[config.mk]
export PLATFORM = sky130hd
export DESIGN_NAME = serial_parity_rx
export DESIGN_NICKNAME = d
export VERILOG_FILES = /design/src/rtl/serial_parity_rx_pkg.sv /design/src/rtl/serial_parity_rx_parity_check.sv /design/src/rtl/serial_parity_rx.sv
export SDC_FILE = /design/constraint.sdc
export NUM_CORES = 1
export LEC_CHECK = 0
export CORE_AREA = 2 2 63 65
export CTS_CLUSTER_DIAMETER = 100
export DETAILED_ROUTE_END_ITERATION = 6
export DIE_AREA = 0 0 65 67
export MAX_ROUTING_LAYER = met4
export PLACE_DENSITY_LB_ADDON = 0.12
export SETUP_SLACK_MARGIN = 0.05
export SLEW_MARGIN = 10
export SYNTH_ARGS = -nofsm -noshare
export SYNTH_HDL_FRONTEND = slang
export SYNTH_SLANG_ARGS = --single-unit
[constraint.sdc]
create_clock -name clk -period 3.1 [get_ports clk]
set_input_delay 0.62 -clock clk [delete_from_list [all_inputs] [get_ports clk]]
set_output_delay 0.62 -clock clk [all_outputs]
set_load 0.005 [all_outputs]
[src/rtl/serial_parity_rx_pkg.sv]
// Shared definitions for the parity-protected byte link receivers.
//   rx_state_e : receive FSM state encoding (2 bits)
//   PAR_EVEN / PAR_ODD : parity-mode selector values for parity_check
package serial_parity_rx_pkg;

  typedef enum logic [1:0] {
    IDLE   = 2'd0,
    DATA   = 2'd1,
    PARITY = 2'd2,
    STOP   = 2'd3
  } rx_state_e;

  localparam logic PAR_EVEN = 1'b0;
  localparam logic PAR_ODD  = 1'b1;

endpackage

[src/rtl/serial_parity_rx_parity_check.sv]
// Combinational parity checker for one received frame.
//   data     in  DATA_W  received data bits
//   par_bit  in  1       received parity bit
//   odd_mode in  1       PAR_EVEN: XOR of data+parity must be 0; PAR_ODD: must be 1
//   err      out 1       1 when the parity relation does not hold
module parity_check
  import serial_parity_rx_pkg::*;
#(
  parameter int DATA_W = 8
) (
  input  logic [DATA_W-1:0] data,
  input  logic              par_bit,
  input  logic              odd_mode,
  output logic              err
);

  // XOR over data and parity is 0 for a good even frame and 1 for a good odd
  // frame, so folding in the mode bit leaves 1 only on an error.
  assign err = (^{data, par_bit}) ^ (odd_mode == PAR_ODD);

endmodule

[src/rtl/serial_parity_rx.sv]
// Receiver for the parity-protected byte link.
// Deserialises start/data(LSB first)/parity/stop frames from a bit-strobed
// line, checks parity and framing, and offers each byte through a one-entry
// valid/ready buffer. Errors and overruns feed a saturating counter.
//   clk        in   1       rising-edge clock
//   rst        in   1       asynchronous active-high reset
//   bit_valid  in   1       serial_in carries a new line bit this cycle
//   serial_in  in   1       line bit, idle level 1
//   out_data   out  DATA_W  received byte, held while out_valid
//   out_perr   out  1       parity error for out_data
//   out_ferr   out  1       framing error (stop bit 0) for out_data
//   out_valid  out  1       buffer holds a frame
//   out_ready  in   1       consumer accepts when out_valid & out_ready
//   overrun    out  1       one-cycle pulse: frame completed while buffer full
//   err_count  out  CNT_W   saturating count of erroneous frames plus overruns
module serial_parity_rx
  import serial_parity_rx_pkg::*;
#(
  parameter int DATA_W  = 8,
  parameter int ODD_PAR = 0,
  parameter int CNT_W   = 8
) (
  input  logic              clk,
  input  logic              rst,
  input  logic              bit_valid,
  input  logic              serial_in,
  output logic [DATA_W-1:0] out_data,
  output logic              out_perr,
  output logic              out_ferr,
  output logic              out_valid,
  input  logic              out_ready,
  output logic              overrun,
  output logic [CNT_W-1:0]  err_count
);

  localparam int CB = (DATA_W > 1) ? $clog2(DATA_W) : 1;
  localparam logic [CB-1:0] CNT_LAST = CB'(DATA_W - 1);
  localparam logic [CB-1:0] CNT_ONE  = CB'(1);
  localparam logic          PAR_MODE = (ODD_PAR != 0) ? PAR_ODD : PAR_EVEN;

  // Adds 0..2 to the counter and clamps at all-ones instead of wrapping.
  function automatic logic [CNT_W-1:0] sat_add(input logic [CNT_W-1:0] a,
                                                input logic [1:0]       inc);
    logic [CNT_W:0] sum;
    sum = {1'b0, a} + {{(CNT_W-1){1'b0}}, inc};
    if (sum[CNT_W]) sat_add = {CNT_W{1'b1}};
    else            sat_add = sum[CNT_W-1:0];
  endfunction

  rx_state_e         state_q, state_d;
  logic [CB-1:0]     cnt_q, cnt_d;
  logic [DATA_W-1:0] shift_q, shift_d;
  logic              par_q, par_d;
  logic [DATA_W-1:0] out_data_q, out_data_d;
  logic              out_perr_q, out_perr_d;
  logic              out_ferr_q, out_ferr_d;
  logic              out_valid_q, out_valid_d;
  logic              overrun_q, overrun_d;
  logic [CNT_W-1:0]  err_count_q, err_count_d;

  logic frame_done;
  logic perr;
  logic ferr;
  logic can_load;
  logic load;
  logic drop;
  logic [1:0] err_inc;

  parity_check #(
    .DATA_W (DATA_W)
  ) u_parity_check (
    .data     (shift_q),
    .par_bit  (par_q),
    .odd_mode (PAR_MODE),
    .err      (perr)
  );

  // Receive FSM: every transition is gated by the bit strobe.
  always_comb begin
    state_d = state_q;
    cnt_d   = cnt_q;
    shift_d = shift_q;
    par_d   = par_q;
    if (bit_valid) begin
      unique case (state_q)
        IDLE: begin
          // No glitch filtering: any 0 seen while idle is a start bit.
          if (!serial_in) begin
            state_d = DATA;
            cnt_d   = '0;
          end
        end
        DATA: begin
          shift_d[cnt_q] = serial_in;
          if (cnt_q == CNT_LAST) state_d = PARITY;
          else                   cnt_d   = cnt_q + CNT_ONE;
        end
        PARITY: begin
          par_d   = serial_in;
          state_d = STOP;
        end
        STOP: begin
          state_d = IDLE;
        end
        default: state_d = IDLE;
      endcase
    end
  end

  assign frame_done = bit_valid && (state_q == STOP);
  assign ferr       = ~serial_in;

  // A full buffer can still accept a new frame if it empties on this edge.
  assign can_load = !out_valid_q || out_ready;
  assign load     = frame_done && can_load;
  assign drop     = frame_done && !can_load;

  // An erroneous frame counts even when dropped, so a dropped bad frame adds 2.
  assign err_inc = {1'b0, frame_done && (perr || ferr)} + {1'b0, drop};

  always_comb begin
    out_data_d  = out_data_q;
    out_perr_d  = out_perr_q;
    out_ferr_d  = out_ferr_q;
    out_valid_d = out_valid_q;
    overrun_d   = drop;
    err_count_d = sat_add(err_count_q, err_inc);
    if (load) begin
      out_data_d  = shift_q;
      out_perr_d  = perr;
      out_ferr_d  = ferr;
      out_valid_d = 1'b1;
    end else if (out_valid_q && out_ready) begin
      out_valid_d = 1'b0;
    end
  end

  always_ff @(posedge clk or posedge rst) begin
    if (rst) begin
      state_q     <= IDLE;
      cnt_q       <= '0;
      shift_q     <= '0;
      par_q       <= 1'b0;
      out_data_q  <= '0;
      out_perr_q  <= 1'b0;
      out_ferr_q  <= 1'b0;
      out_valid_q <= 1'b0;
      overrun_q   <= 1'b0;
      err_count_q <= '0;
    end else begin
      state_q     <= state_d;
      cnt_q       <= cnt_d;
      shift_q     <= shift_d;
      par_q       <= par_d;
      out_data_q  <= out_data_d;
      out_perr_q  <= out_perr_d;
      out_ferr_q  <= out_ferr_d;
      out_valid_q <= out_valid_d;
      overrun_q   <= overrun_d;
      err_count_q <= err_count_d;
    end
  end

  assign out_data  = out_data_q;
  assign out_perr  = out_perr_q;
  assign out_ferr  = out_ferr_q;
  assign out_valid = out_valid_q;
  assign overrun   = overrun_q;
  assign err_count = err_count_q;

endmodule

# Word-level counts from Yosys, hierarchy flattened
# Index checks and enable logic that the tools add are counted.
# word_totals
ff_bits	34
# op_classes
muxes	12
n_eq_ne	7
n_addsub	3
n_reduce_logical	18
n_bitwise	1
order_cmp	2
# op_table
operator	count
$add A8 B2 Y9	1
$reduce_xor A9 Y1	1
$bwmux W8	1
$mux W8	1
$pmux W2 S4	1
$logic_and A1 B1 Y1	6
$mux W3	2
$ne A2 B2 Y1 const B	3
$pmux W3 S2	1
$eq A2 B2 Y1 const B	2
$lt A3 B4 Y1 const B	1
$mux W2	2
$reduce_and A2 Y1	2
$reduce_and A4 Y1	1
$reduce_bool A2 Y1	2
$add A3 B1 Y3 const B	1
$demux W1 S3	1
$eq A3 B3 Y1 const B	1
$ge A3 B1 Y1 const B	1
$mux W1	3
$reduce_and A3 Y1	1
$add A1 B1 Y2	1
$eq A2 B1 Y1 const B	1
$logic_not A1 Y1	2
3 further kinds	4

# Longest topological paths before layout
# Gate-level depths: netlist of the first run.
# logic_depth
word_depth	7
mapped_depth	10
ltp_nobuf	10

# Hierarchy
# A second synthesis of the first run with hierarchy kept.
# unflattened
hier_cells	138
area_unflattened_um2	1630.3
# modules_own_cells
module	cells_per_inst	seq_area_each_um2	area_per_inst_um2	n_inst
serial_parity_rx	130	850.8	1539.0	1
parity_check	8	0.0	91.3	1

# Worst setup path after synthesis of the first run
# OpenSTA, ideal clock, no wires.
# synth_path
path_kind	register to register
start	reg shift_q[0]
end	reg err_count_q[7], in the netlist err_count[7]
setup_slack_ps	586
arrival_ps	2390
setup_time_ps	125
stages_incl_launch_ff	10
path_buffers	0
synth_period_minus_slack_ps	2514
cell_sequence	dfrtp_1 xor2_1 xnor3_1 xnor2_1 a21o_1 fa_1 nor2b_1 nand4_1 nor2_1 mux2_2
# synth_via
elab_chain_cells	6
# synth_rtl
item	line	source
from (decl)	serial_parity_rx.sv:52	logic [DATA_W-1:0] shift_q, shift_d;
from (signal assigned)	serial_parity_rx.sv:153	shift_q <= shift_d;
$reduce_xor A9 Y1	serial_parity_rx_parity_check.sv:19	assign err = (^{data, par_bit}) ^ (odd_mode == PAR_ODD);
$logic_or A1 B1 Y1	serial_parity_rx.sv:119	assign err_inc = {1'b0, frame_done && (perr || ferr)} + {1'b0, drop};
$logic_and A1 B1 Y1	serial_parity_rx.sv:119	
$add A1 B1 Y2	serial_parity_rx.sv:119	
$add A8 B2 Y9	serial_parity_rx.sv:45	sum = {1'b0, a} + {{(CNT_W-1){1'b0}}, inc};
$mux W8	serial_parity_rx.sv:46	if (sum[CNT_W]) sat_add = {CNT_W{1'b1}};
named net err_count_d[7]	serial_parity_rx.sv:59	logic [CNT_W-1:0] err_count_q, err_count_d;
to (signal assigned)	serial_parity_rx.sv:160	err_count_q <= err_count_d;
to (decl)	serial_parity_rx.sv:59	
# The timed path passes the listed nets, and every way through them passes these cells.
# A chain may end at the register's enable or synchronous reset.

# Final worst setup path of the first run
# layout_path
start	reg shift_q[3]
end	reg err_count_q[3], in the netlist err_count[3]
# The elaborated chain is that of the path after synthesis.

==> reports/metrics.cfg, run 1 <==
[status]
outcome=completed

[sta]
worst-slew-pin-transition_ns=0.549
drv_slew=0
final-setup-viol-count=0
grt_setup_unrepaired=false
hold_viol_final=0
final.setup.tns_ns=0
maxSlewHeadroom_pct=63.3
finalClockSkew_ns=0.00627
fmax_mhz=360
post-route-period-util_pct=89.6
timing.hold.ws_ns=0.486
layout_min_cycle_time_ns=2.78

[worst_hold_path]
hold_path.class=reg -> reg

[floorplanning]
initial_utilization_pct=44.4
core_mm2=0.00361
floorplan_die_area_mm2=0.00436
die-height_um=67
boundaryPins=25
die_x_um=65
fp-row-count=22

[synth]
ys_warns=0
seq_area_frac_synth_pct=53.1
async_flop_share_pct=100
synth_enable_flop_cells=0
postSynthAreaPerCell_um2=11.6
cells_taking_the_most_area_after_synthesis=sky130_fd_sc_hd__dfrtp_1 53%, sky130_fd_sc_hd__mux2_2 14%, sky130_fd_sc_hd__ha_1 5.5%
dominantRegCellSynth=sky130_fd_sc_hd__dfrtp_1
synth.top_cells.by_count=34 x sky130_fd_sc_hd__dfrtp_1, 20 x sky130_fd_sc_hd__mux2_2, 17 x sky130_fd_sc_hd__nand2_1
mappedNetlistNets=151
mappedNetlistArea_mm2=0.00160
netlist-cell-type-count=27
synth.top_cell.area_share_pct=53.1
yosys.area.top_type=sky130_fd_sc_hd__dfrtp_1
netlist_instances=138
synthesized_flop_and_latch_total=34
most_repeated_cell_in_the_gate_level_netlist_after_synthesis=sky130_fd_sc_hd__dfrtp_1

[cells_and_area]
syn_to_final_growth_pct=25.1
area.sequential_um2=851
nets=182
post-route-util_pct=55.6
final_layout_size_suffix_gt1_share_pct=17.6
multi_input_area_um2=716
stdcell_area_mm2=0.00200
fillCellCount=318
final_cells=218
n_antenna_cell=0

[grt]
gr-total-overflow=0
grt_max_degree=35
grt_antenna_before_repair=0
grt_pass1_vias=1080
grt_first_pass_wirelength_um=4880
grtUsageTotal_pct=15.1

[power]
ir_drop_uv=393
power_density_mw_per_mm2=908
cellLeakagePower_uw=0.000925

[worst_setup_path]
timing.critical_path.to_type=flip-flop
startpoint_type=flip-flop
worst_path_class_setup=reg -> reg
path_max_fanout=5
timing.critical_path.required_ns=3.29
arrival_ns=2.97

[cts]
cts-hold-fix-buffers=0
cts_inserted_buffers=5
cts-htree-levels=2
clock_tree.buffer_depth=2
tritoncts_num_sinks=34
buffers_inserted_by_post_cts_timing_repair=0
cts_resized=0
ctsRootBufferMaster=sky130_fd_sc_hd__clkbuf_8
clk_latency_ns=0.28
tritoncts=done
register_clock_pin_slew_on_the_reported_worst_setup_and_hold_paths_ns=0.07

[drt]
drc=0
wl_um=2720
drtIter0Drc=31
routed-via-count=1056
via_per_inst=4.84
route.detailed.wl_per_inst_um=12.5
first_pass_iters=3
final_antenna_net_count=0

[placed_design]
port-buffer-count=24
gp_routability_congestion=0.750
placed_cells_incl_taps=210
dp_hpwl_um=1960
placed_area_mm2=0.00191

[run]
drv.max_cap_violation_count=0

## worst max-delay path: stages (launching register included)
cell                      delay (ns)
sky130_fd_sc_hd__dfrtp_1        0.40
sky130_fd_sc_hd__xnor2_1        0.23
sky130_fd_sc_hd__xnor3_1        0.35
sky130_fd_sc_hd__xnor2_1        0.17
sky130_fd_sc_hd__a21o_1         0.21
sky130_fd_sc_hd__fa_1           0.41
sky130_fd_sc_hd__inv_1          0.07
sky130_fd_sc_hd__ha_1           0.21
sky130_fd_sc_hd__and4_1         0.26
sky130_fd_sc_hd__nand4_1        0.23
sky130_fd_sc_hd__o21ai_0        0.15
## metal layers
layer | share of wire [%] | GRT usage, % | routed length (um)
met1 | 49 | 19.6 | 1330
met5 | 0 | - | 0
met4 | 1.1 | 4.79 | 30
met2 | 47 | 23.6 | 1270
met3 | 3.3 | 3.55 | 89
## power by group
| part | switching [uW] | internal (uW) | total (uW) | leakage (uW) |
|---|---|---|---|---|
| Clock | 155 | 178 | 334 | 0.0000472 |
| Sequential | 133 | 610 | 743 | 0.000440 |
| Combinational | 288 | 455 | 743 | 0.000437 |
| Total | 576 | 1240 | 1820 | 0.000925 |
## registers in the layout, summed over array words and instances (netlist names)
| register | count |
|---|---|
| cnt_q | 3 |
| par_q | 1 |
| state_q | 2 |
| out_data | 8 |
| shift_q | 8 |
| out_valid | 1 |
| err_count | 8 |
| out_perr | 1 |
| out_ferr | 1 |
| overrun | 1 |
## layout by cell type (no fill, tap or decap)
cell type and count:
sky130_fd_sc_hd__dfrtp_1 34, sky130_fd_sc_hd__clkdlybuf4s50_1 24, sky130_fd_sc_hd__mux2_2 20, sky130_fd_sc_hd__nand2_1 17, sky130_fd_sc_hd__nor2_1 9, sky130_fd_sc_hd__inv_1 7, sky130_fd_sc_hd__ha_1 7, sky130_fd_sc_hd__o21ai_0 6
sky130_fd_sc_hd__clkbuf_8 6, sky130_fd_sc_hd__xnor2_1 5, sky130_fd_sc_hd__nand2b_1 4, sky130_fd_sc_hd__nor3_1 3, sky130_fd_sc_hd__a21oi_1 3, sky130_fd_sc_hd__nand3_1 3, sky130_fd_sc_hd__xor2_1 3, sky130_fd_sc_hd__nor2b_1 2
sky130_fd_sc_hd__a31oi_1 2, sky130_fd_sc_hd__nand4_1 2, sky130_fd_sc_hd__buf_4 2, sky130_fd_sc_hd__nand3b_1 1, sky130_fd_sc_hd__a21boi_0 1, sky130_fd_sc_hd__o211ai_1 1, sky130_fd_sc_hd__xnor3_1 1, sky130_fd_sc_hd__a21o_1 1
sky130_fd_sc_hd__and4_1 1, sky130_fd_sc_hd__mux2i_1 1, sky130_fd_sc_hd__and3_1 1, sky130_fd_sc_hd__fa_1 1, sky130_fd_sc_hd__clkinvlp_4 1, sky130_fd_sc_hd__clkinv_2 1
## metrics by stage
step / setup WS, ns / power, uW
floorplan: 0.586 / 1210
global placement: 0.244 / 1490
detailed placement: 0.168 / 1510
CTS: 0.264 / 1850
global route: 0.0565 / 1970
finish: 0.321 / 1820
## kinds of logic after synthesis
family / Yosys count / share of synthesized area, %
mux: 21 / 14.7
fa+ha+maj: 8 / 6.72
simple gates: 43 / 12.5
buf+inv: 9 / 2.19
compound gates: 14 / 5.00
flops: 34 / 53.1
xor+xnor: 9 / 5.78
## worst paths after layout
check,from,to,slack (ns),cells past startpoint
max in group asynchronous,rst,out_valid,2.05,3
hold / removal,out_perr,out_perr,0.49,2
setup reg to reg,shift_q[3],err_count[3],0.32,10
setup / recovery,shift_q[3],err_count[3],0.32,10
hold reg to reg,out_perr,out_perr,0.49,2
min in group asynchronous,rst,out_ferr,0.74,3
## final cells by class
class,instances,area share [%]
clock buffers,6,4.12
clock inverters,2,0.625
inverters,7,1.31
multi-input cells,95,35.7
flip-flops and latches,34,42.5
well taps,48,3.00
repair buffers,26,12.7
No activity file was read; power rests on OpenSTA's default activity.
==> run 2, diff against run 1 <==
--- a/config.mk
+++ b/config.mk
@@ -5,14 +5,15 @@
 export SDC_FILE = /design/constraint.sdc
 export NUM_CORES = 1
 export LEC_CHECK = 0
-export CORE_AREA = 2 2 63 65
+export CORE_AREA = 2 2 64 66
 export CTS_CLUSTER_DIAMETER = 100
 export DETAILED_ROUTE_END_ITERATION = 6
-export DIE_AREA = 0 0 65 67
+export DIE_AREA = 0 0 66 68
 export MAX_ROUTING_LAYER = met4
 export PLACE_DENSITY_LB_ADDON = 0.12
 export SETUP_SLACK_MARGIN = 0.05
 export SLEW_MARGIN = 10
 export SYNTH_ARGS = -nofsm -noshare
 export SYNTH_HDL_FRONTEND = slang
+export SYNTH_HIERARCHICAL = 1
 export SYNTH_SLANG_ARGS = --single-unit
==> run 2 against run 1 <==
Final area rose by 1.4%. Largest cell class unchanged. Critical endpoint is now err_count[2]. Largest power group is now combinational cells. Sequential share of layout area fell by 0.58 points. Maximum frequency rose by 1.4%. Synthesized area rose by 1.8%. Setup slack improved by 0.038 ns. Via count rose by 1.2%.
==> reports/metrics.cfg, run 2 <==
[sta]
hold_viol_final=0
final-setup-viol-count=0
post-route-period-util_pct=88.4
timing.hold.ws_ns=0.503
final.setup.tns_ns=0
finalClockSkew_ns=0.00513
fmax_mhz=365
layout_min_cycle_time_ns=2.74
grt_setup_unrepaired=false
drv_slew=0

[cells_and_area]
n_antenna_cell=0
multi_input_area_um2=733
nets=181
syn_to_final_growth_pct=24.6
final_layout_size_suffix_gt1_share_pct=14.7
final_cells=220
mostFrequentLayoutCell=sky130_fd_sc_hd__dfrtp_1
mostFrequentLayoutCells=34 x sky130_fd_sc_hd__dfrtp_1, 24 x sky130_fd_sc_hd__clkdlybuf4s50_1, 12 x sky130_fd_sc_hd__mux2_2
fillCellCount=359
area.sequential_um2=851

[cts]
clock_tree.buffer_depth=2
tritoncts=done
register_clock_pin_slew_on_the_reported_worst_setup_and_hold_paths_ns=0.07
cts_resized=0
ctsRootBufferMaster=sky130_fd_sc_hd__clkbuf_8
buffers_inserted_by_post_cts_timing_repair=0
cts-htree-levels=2
tritoncts_num_sinks=34
clk_latency_ns=0.28
cts_inserted_buffers=5
cts-hold-fix-buffers=0

[grt]
gr-total-overflow=0
grtUsageTotal_pct=15.7
grt_first_pass_wirelength_um=5020
grt_max_degree=35
grt_pass1_vias=1104
grt_antenna_before_repair=0

[synth]
yosys.area.top_type=sky130_fd_sc_hd__dfrtp_1
async_flop_share_pct=100
synth_enable_flop_cells=0
cells_taking_the_most_area_after_synthesis=sky130_fd_sc_hd__dfrtp_1 52%, sky130_fd_sc_hd__mux2_2 8.3%, sky130_fd_sc_hd__ha_1 4.6%
ys_warns=6
netlist_instances=138
synthesized_flop_and_latch_total=34
netlist-cell-type-count=39
synth.top_cell.area_share_pct=52.2
postSynthAreaPerCell_um2=11.8
dominantRegCellSynth=sky130_fd_sc_hd__dfrtp_1
most_repeated_cell_in_the_gate_level_netlist_after_synthesis=sky130_fd_sc_hd__dfrtp_1
seq_area_frac_synth_pct=52.2
mappedNetlistNets=150
mappedNetlistArea_mm2=0.00163
synth.top_cells.by_count=34 x sky130_fd_sc_hd__dfrtp_1, 12 x sky130_fd_sc_hd__mux2_2, 10 x sky130_fd_sc_hd__nand2_1

[power]
power_density_mw_per_mm2=920
p_total_uw=1870
cellLeakagePower_uw=0.000930
ir_drop_uv=334

[worst_setup_path]
path_max_fanout=8
timing.rr.start=shift_q[6]
timing.critical_path.to_type=flip-flop
slack_of_the_worst_reg_to_reg_path_ns=0.36
crit-reg2reg-capture=err_count[2]
worstRegToRegCells=8
startpoint_type=flip-flop
arrival_ns=2.93
worst_path_class_setup=reg -> reg
timing.critical_path.required_ns=3.29

[floorplanning]
core_mm2=0.00386
initial_utilization_pct=42.3
boundaryPins=25
die-height_um=68
floorplan_die_area_mm2=0.00449
die_x_um=66
fp-row-count=23

[worst_hold_path]
hold_path.class=reg -> reg
min_from=out_data[4]
holdPathEnd=out_data[4]
worstHoldPathCells=1

[drt]
first_pass_iters=4
drtIter0Drc=59
routed-via-count=1069
wl_um=2830
drc=0
via_per_inst=4.86
route.detailed.wl_per_inst_um=12.9
final_antenna_net_count=0

[placed_design]
gp_routability_congestion=0.740
dp_hpwl_um=2070
port-buffer-count=24
placed_cells_incl_taps=212

[status]
outcome=completed

[run]
drv.max_cap_violation_count=0

run 2: logic make-up after synthesis:
kind of cell,synth area share [%]
simple gates,10.7
fa+ha+maj,5.83
other cells,0.230
flops,52.2
mux,11.5
compound gates,10.6
buf+inv,2.84
xor+xnor,6.14
run 2: critical path, stage by stage, from the launching register on:
cell and delay, ns:
sky130_fd_sc_hd__dfrtp_1 0.40, sky130_fd_sc_hd__xnor2_1 0.16, sky130_fd_sc_hd__xnor3_1 0.45, sky130_fd_sc_hd__xnor2_1 0.25, sky130_fd_sc_hd__o21bai_1 0.13, sky130_fd_sc_hd__fa_1 0.46, sky130_fd_sc_hd__and4b_1 0.43, sky130_fd_sc_hd__nand4_1 0.22
sky130_fd_sc_hd__o21ai_0 0.14
run 2: power by group:
group / switching [uW] / internal [uW] / total [uW] / leakage [uW]
combinational: 311 / 473 / 784 / 0.000441
clock: 147 / 179 / 326 / 0.0000482
sequential: 145 / 614 / 759 / 0.000441
run 2: through the flow:
step	cell area, um2	setup slack, ns	utilization [%]
3_3_place_gp	1940	0.341	50.3
3_5_place_dp	1940	0.207	50.3
2_1_floorplan	1630	0.723	-
6_report	2030	0.359	52.7
4_1_cts	2030	0.363	52.7
5_1_grt	2030	0.174	52.7
run 2: metal layers:
layer	share of wire (%)	GRT usage [%]	wire length [um]	vias up
met5	0	-	0	-
met4	1.2	7.65	33	0
met3	3.9	4.11	109	5
met2	48	24.7	1360	19
met1	47	19.0	1320	508
li1	-	-	-	537
run 2: cell type report:
class,count,share of cell area [%]
clock inverter,1,0.246
multi-input combinational,92,36.1
inverter,10,1.85
timing repair buffer,26,12.6
tap,50,3.08
sequential,34,41.9
clock buffer,7,4.25
run 2: worst max path at each step:
stage	startpoint	endpoint	slack [ns]	cells after the start
2_1_floorplan	shift_q[6]	err_count[6]	0.72	9
3_3_place_gp	bit_valid	err_count[3]	0.34	7
3_5_place_dp	bit_valid	err_count[2]	0.21	7
4_1_cts	shift_q[6]	err_count[2]	0.36	8
5_1_grt	shift_q[6]	err_count[2]	0.17	8
6_report	shift_q[6]	err_count[2]	0.36	8
==> edit 1 (flow settings as in run 2) <==
The 4 states of `rx_state_e` get a one-hot encoding in 4 bits.
--- a/src/rtl/serial_parity_rx_pkg.sv
+++ b/src/rtl/serial_parity_rx_pkg.sv
@@ -5,7 +5,7 @@
 
-  typedef enum logic [1:0] {
-    IDLE   = 2'd0,
-    DATA   = 2'd1,
-    PARITY = 2'd2,
-    STOP   = 2'd3
+  typedef enum logic [3:0] {
+    IDLE   = 4'b0001,
+    DATA   = 4'b0010,
+    PARITY = 4'b0100,
+    STOP   = 4'b1000
   } rx_state_e;
Behaviour: no difference found for any inputs over 10 cycles, from zero or initial values and one cycle with rst high; not proved beyond that.
==> edit 1 against run 2 <==
- fmax fell by 1.6%
- setup slack got worse by 0.046 ns
- utilization increased by 5.2 points
- final area is 9.9% higher
- synthesized cell count grew 14%
- wire length grew 18%
- sequential cell count up 2
- clock skew grew 0.0023 ns
- sequential share of layout area down 1.5 points
- area after synthesis rose by 15%
- final cell count rose by 6.8%
- largest cell class unchanged
- highest routed layer unchanged
Power is not compared: it rests on default switching activity, and its combinational part moved more than twofold at a synthesized area within 25%.
==> edit 1: results (changes against run 2) <==
[placement]
dp_cells = 227  ; +7.1%
finalWeightedCongestion = 0.791  ; +6.9%
place.detailed.hpwl_um = 2360  ; +14%

[grt]
gr-usage-met1_pct = 20.5  ; +1.6 points
first_pass_grt_wire_length_um = 5680  ; +13%
aggregate_global_route_resource_usage_pct = 17.6  ; +1.9 points
vias_in_the_first_global_route = 1269  ; +15%
global_route.usage.met2_pct = 29.5  ; +4.8 points
met3_usage_pct = 5.43  ; +1.3 points
grt_max_degree = 37  ; +5.7%

[critical_path]
worst_path_dominant_cell_family = simple AND/OR/NAND/NOR gates
critPathSlowestCell = sky130_fd_sc_hd__clkdlybuf4s50_1
worst-path-max-fanout = 5  ; -3
critical-path-max-stage-delay_ns = 0.48  ; +0.02 ns

[cells_and_area]
layout.filler_cells = 340  ; -5.3%
layout.nets = 193  ; +6.6%
final_layout_size_suffix_gt1_share_pct = 21.1  ; +6.4 points
layoutNonFillerInstCount = 235  ; +6.8%

[power]
cell_internal_pwr_uw = 968

[synthesis]
synth-xor-area-share_pct = 5.35  ; -0.79 points
synth_fa_ha_area_share_pct = 3.08  ; -2.8 points
synthesis.nets = 167  ; +11%
synthDistinctLibCells = 43  ; +10%
compound_gate_fraction_of_synth_area_pct = 5.89  ; -4.7 points
synth_top_cells_by_count = 35 x sky130_fd_sc_hd__dfrtp_1, 19 x sky130_fd_sc_hd__mux2_2, 16 x sky130_fd_sc_hd__nand2_1
postSynthAreaPerCell_um2 = 11.8  ; +0.21%
main_area_contributors_after_synthesis = sky130_fd_sc_hd__dfrtp_1 47%, sky130_fd_sc_hd__mux2_2 11%, sky130_fd_sc_hd__xnor2_1 3.3%
synth.mux.area_fraction_pct = 14.2  ; +2.7 points
seq_area_frac_synth_pct = 48.2  ; -4.0 points

[drt]
routed_wire_length_per_instance_um = 14.2  ; +10%
drt_iter0_markers = 52  ; -12%
routed_via_density = 5.30  ; +9.0%

[timing]
clock_skew_ns = 0.00743  ; +0.00230 ns

[outcome]
status = completed

## edit 1: cell types whose count changed after synthesis, sizes merged, moves of 3 or more
cell,change
nor4b,+5
a21oi,+3
nor3b,+3
mux2,+6
buf,+5
ha,-3
nand2,+6
nand4,+3
o21ai,-8
o31ai,-6
clkbuf,+3
## edit 1: logic make-up (layout without fill, tap and decap cells)
family | count (synthesis) | in the layout
AO/OA/AOI/OAI | 17 | 17
XOR/XNOR | 9 | 9
adder cells (fa/ha/maj) | 4 | 4
buffers and inverters | 18 | 45
flip-flops | 36 | 36
multiplexers | 24 | 24
other | 1 | 1
AND/OR/NAND/NOR | 49 | 49
## edit 1: routing by layer
metal / share of wire [%] / up-vias / routed length (um)
met4: 1.1 / 0 / 38
li1: - / 605 / -
met5: 0 / - / 0
met3: 3.2 / 5 / 106
met1: 45 / 615 / 1510
met2: 50 / 20 / 1680
## edit 1: layout make-up
class	instances	area share [%]
flip-flops and latches	36	40.4
multi-input cells	104	39.0
repair buffers	29	12.4
clock buffers	8	4.04
well taps	50	2.80
inverters	8	1.35
## edit 1: metrics by stage
stage	setup WS [ns]	util, %	total power (uW)	cell area, um2
after floorplan	0.584	-	945	1870
after global placement	0.0891	55.5	1040	2140
after detailed placement	0.0454	55.5	1050	2140
after CTS	0.320	57.9	1400	2230
after global routing	0.130	57.9	1480	2230
final	0.313	57.9	1380	2230
## edit 1: final timing paths
check / startpoint / endpoint / slack (ns) / depth (start not counted)
setup / recovery: bit_valid / err_count[5] / 0.31 / 8
hold reg to reg: out_data[1] / out_data[1] / 0.50 / 1
min in group asynchronous: rst / overrun / 0.74 / 3
max in group asynchronous: rst / state_q[0] / 2.02 / 3
hold / removal: out_data[1] / out_data[1] / 0.50 / 1
setup reg to reg: shift_q[6] / err_count[5] / 0.36 / 8
==> edit 2 (settings of run 2) <==
Made on the original files. Change the parameter `CNT_W` from 8 to 12.
--- a/src/rtl/serial_parity_rx.sv
+++ b/src/rtl/serial_parity_rx.sv
@@ -20,3 +20,3 @@
   parameter int ODD_PAR = 0,
-  parameter int CNT_W   = 8
+  parameter int CNT_W   = 12
 ) (
Interface: changed (resized err_count); port bits go from 25 to 29. No check against the original RTL was run, so the function may have changed too.
==> edit 2 against run 2 <==
- setup slack worse by 0.17 ns
- sequential cell count up 4
- hold slack gained 0.0070 ns
- area after synthesis increased by 15%
- wire length rose by 21%
- total power increased by 6.8%
- final area rose by 16%
- final cell count rose by 15%
- clock skew up 0.0041 ns
- critical path depth up 2
- sequential share of layout area fell by 1.4 points
- die area unchanged
- critical path type unchanged
- largest power group unchanged
==> edit 2: results (changes against run 2) <==
[synthesis]
synth_top_cells_by_count = 38 x sky130_fd_sc_hd__dfrtp_1, 18 x sky130_fd_sc_hd__mux2_2, 16 x sky130_fd_sc_hd__nand2_1
synthDistinctLibCells = 38  ; -2.6%
main_area_contributors_after_synthesis = sky130_fd_sc_hd__dfrtp_1 51%, sky130_fd_sc_hd__mux2_2 11%, sky130_fd_sc_hd__ha_1 4.7%
seq_area_frac_synth_pct = 50.7  ; -1.5 points

[placement]
finalWeightedCongestion = 0.881  ; +19%
placed_cell_area_um2 = 2240  ; +15%
place.detailed.hpwl_um = 2520  ; +22%
dp_cells = 245  ; +16%

[critical_path]
worst_setup_path_startpoint = shift_q[7]
worst-path-max-fanout = 6  ; -2
worst_r2r_path_depth = 10  ; +2
critical-path-max-stage-delay_ns = 0.60  ; +0.14 ns
critPathSlowestCell = sky130_fd_sc_hd__or4_4
cp-endpoint = err_count[0]

[drt]
drt_iter0_markers = 56  ; -5.1%
routed_wire_length_per_instance_um = 13.6  ; +5.6%
routed_via_density = 5.26  ; +8.3%
finalWirelength_um = 3440  ; +21%

[timing]
finalHoldWorstSlack_ns = 0.510  ; +0.00697 ns

[power]
pwr.group.sequential_uw = 823  ; +8.4%
clockPowerShare_pct = 16.9  ; -0.6 points
report.power.total_uw = 2000  ; +6.8%
ir_drop_mv = 0.513  ; +54%

[cells_and_area]
final_layout_size_suffix_gt1_share_pct = 18.2  ; +3.5 points
layout.filler_cells = 337  ; -6.1%
fin_area_um2 = 2350  ; +16%
layout.nets = 215  ; +19%

[grt]
aggregate_global_route_resource_usage_pct = 18.1  ; +2.4 points
vias_in_the_first_global_route = 1203  ; +9.0%
first_pass_grt_wire_length_um = 5820  ; +16%
grt_max_degree = 39  ; +11%

[worst_hold_path]
whs_endpoint = out_perr

[outcome]
status = completed

## edit 2: routing by layer
layer	global-route usage, %	routed length [um]	vias up
met4	5.36	31	0
li1	-	-	655
met5	-	0	-
met2	26.0	1600	30
met3	4.93	139	4
met1	25.3	1670	643
## edit 2: cell families (layout without fill, tap and decap cells)
family                   after synthesis  after routing  synth area share [%]
AO/OA/AOI/OAI                         25             25                  8.27
XOR/XNOR                              10             10                  5.80
adder cells (fa/ha/maj)                8              8                  5.73
buffers and inverters                 11             49                  2.27
flip-flops                            38             38                  50.7
multiplexers                          21             21                  12.4
other                                  1              1                 0.200
AND/OR/NAND/NOR                       51             51                  14.7
## edit 2: area by class of cell
class | count | area, um2 | area share [%]
repair buffers | 31 | 303 | 12.9
well taps | 50 | 62.6 | 2.67
inverters | 10 | 37.5 | 1.60
clock buffers | 7 | 86.3 | 3.68
clock inverters | 1 | 5.00 | 0.213
flip-flops and latches | 38 | 951 | 40.5
multi-input cells | 116 | 901 | 38.4
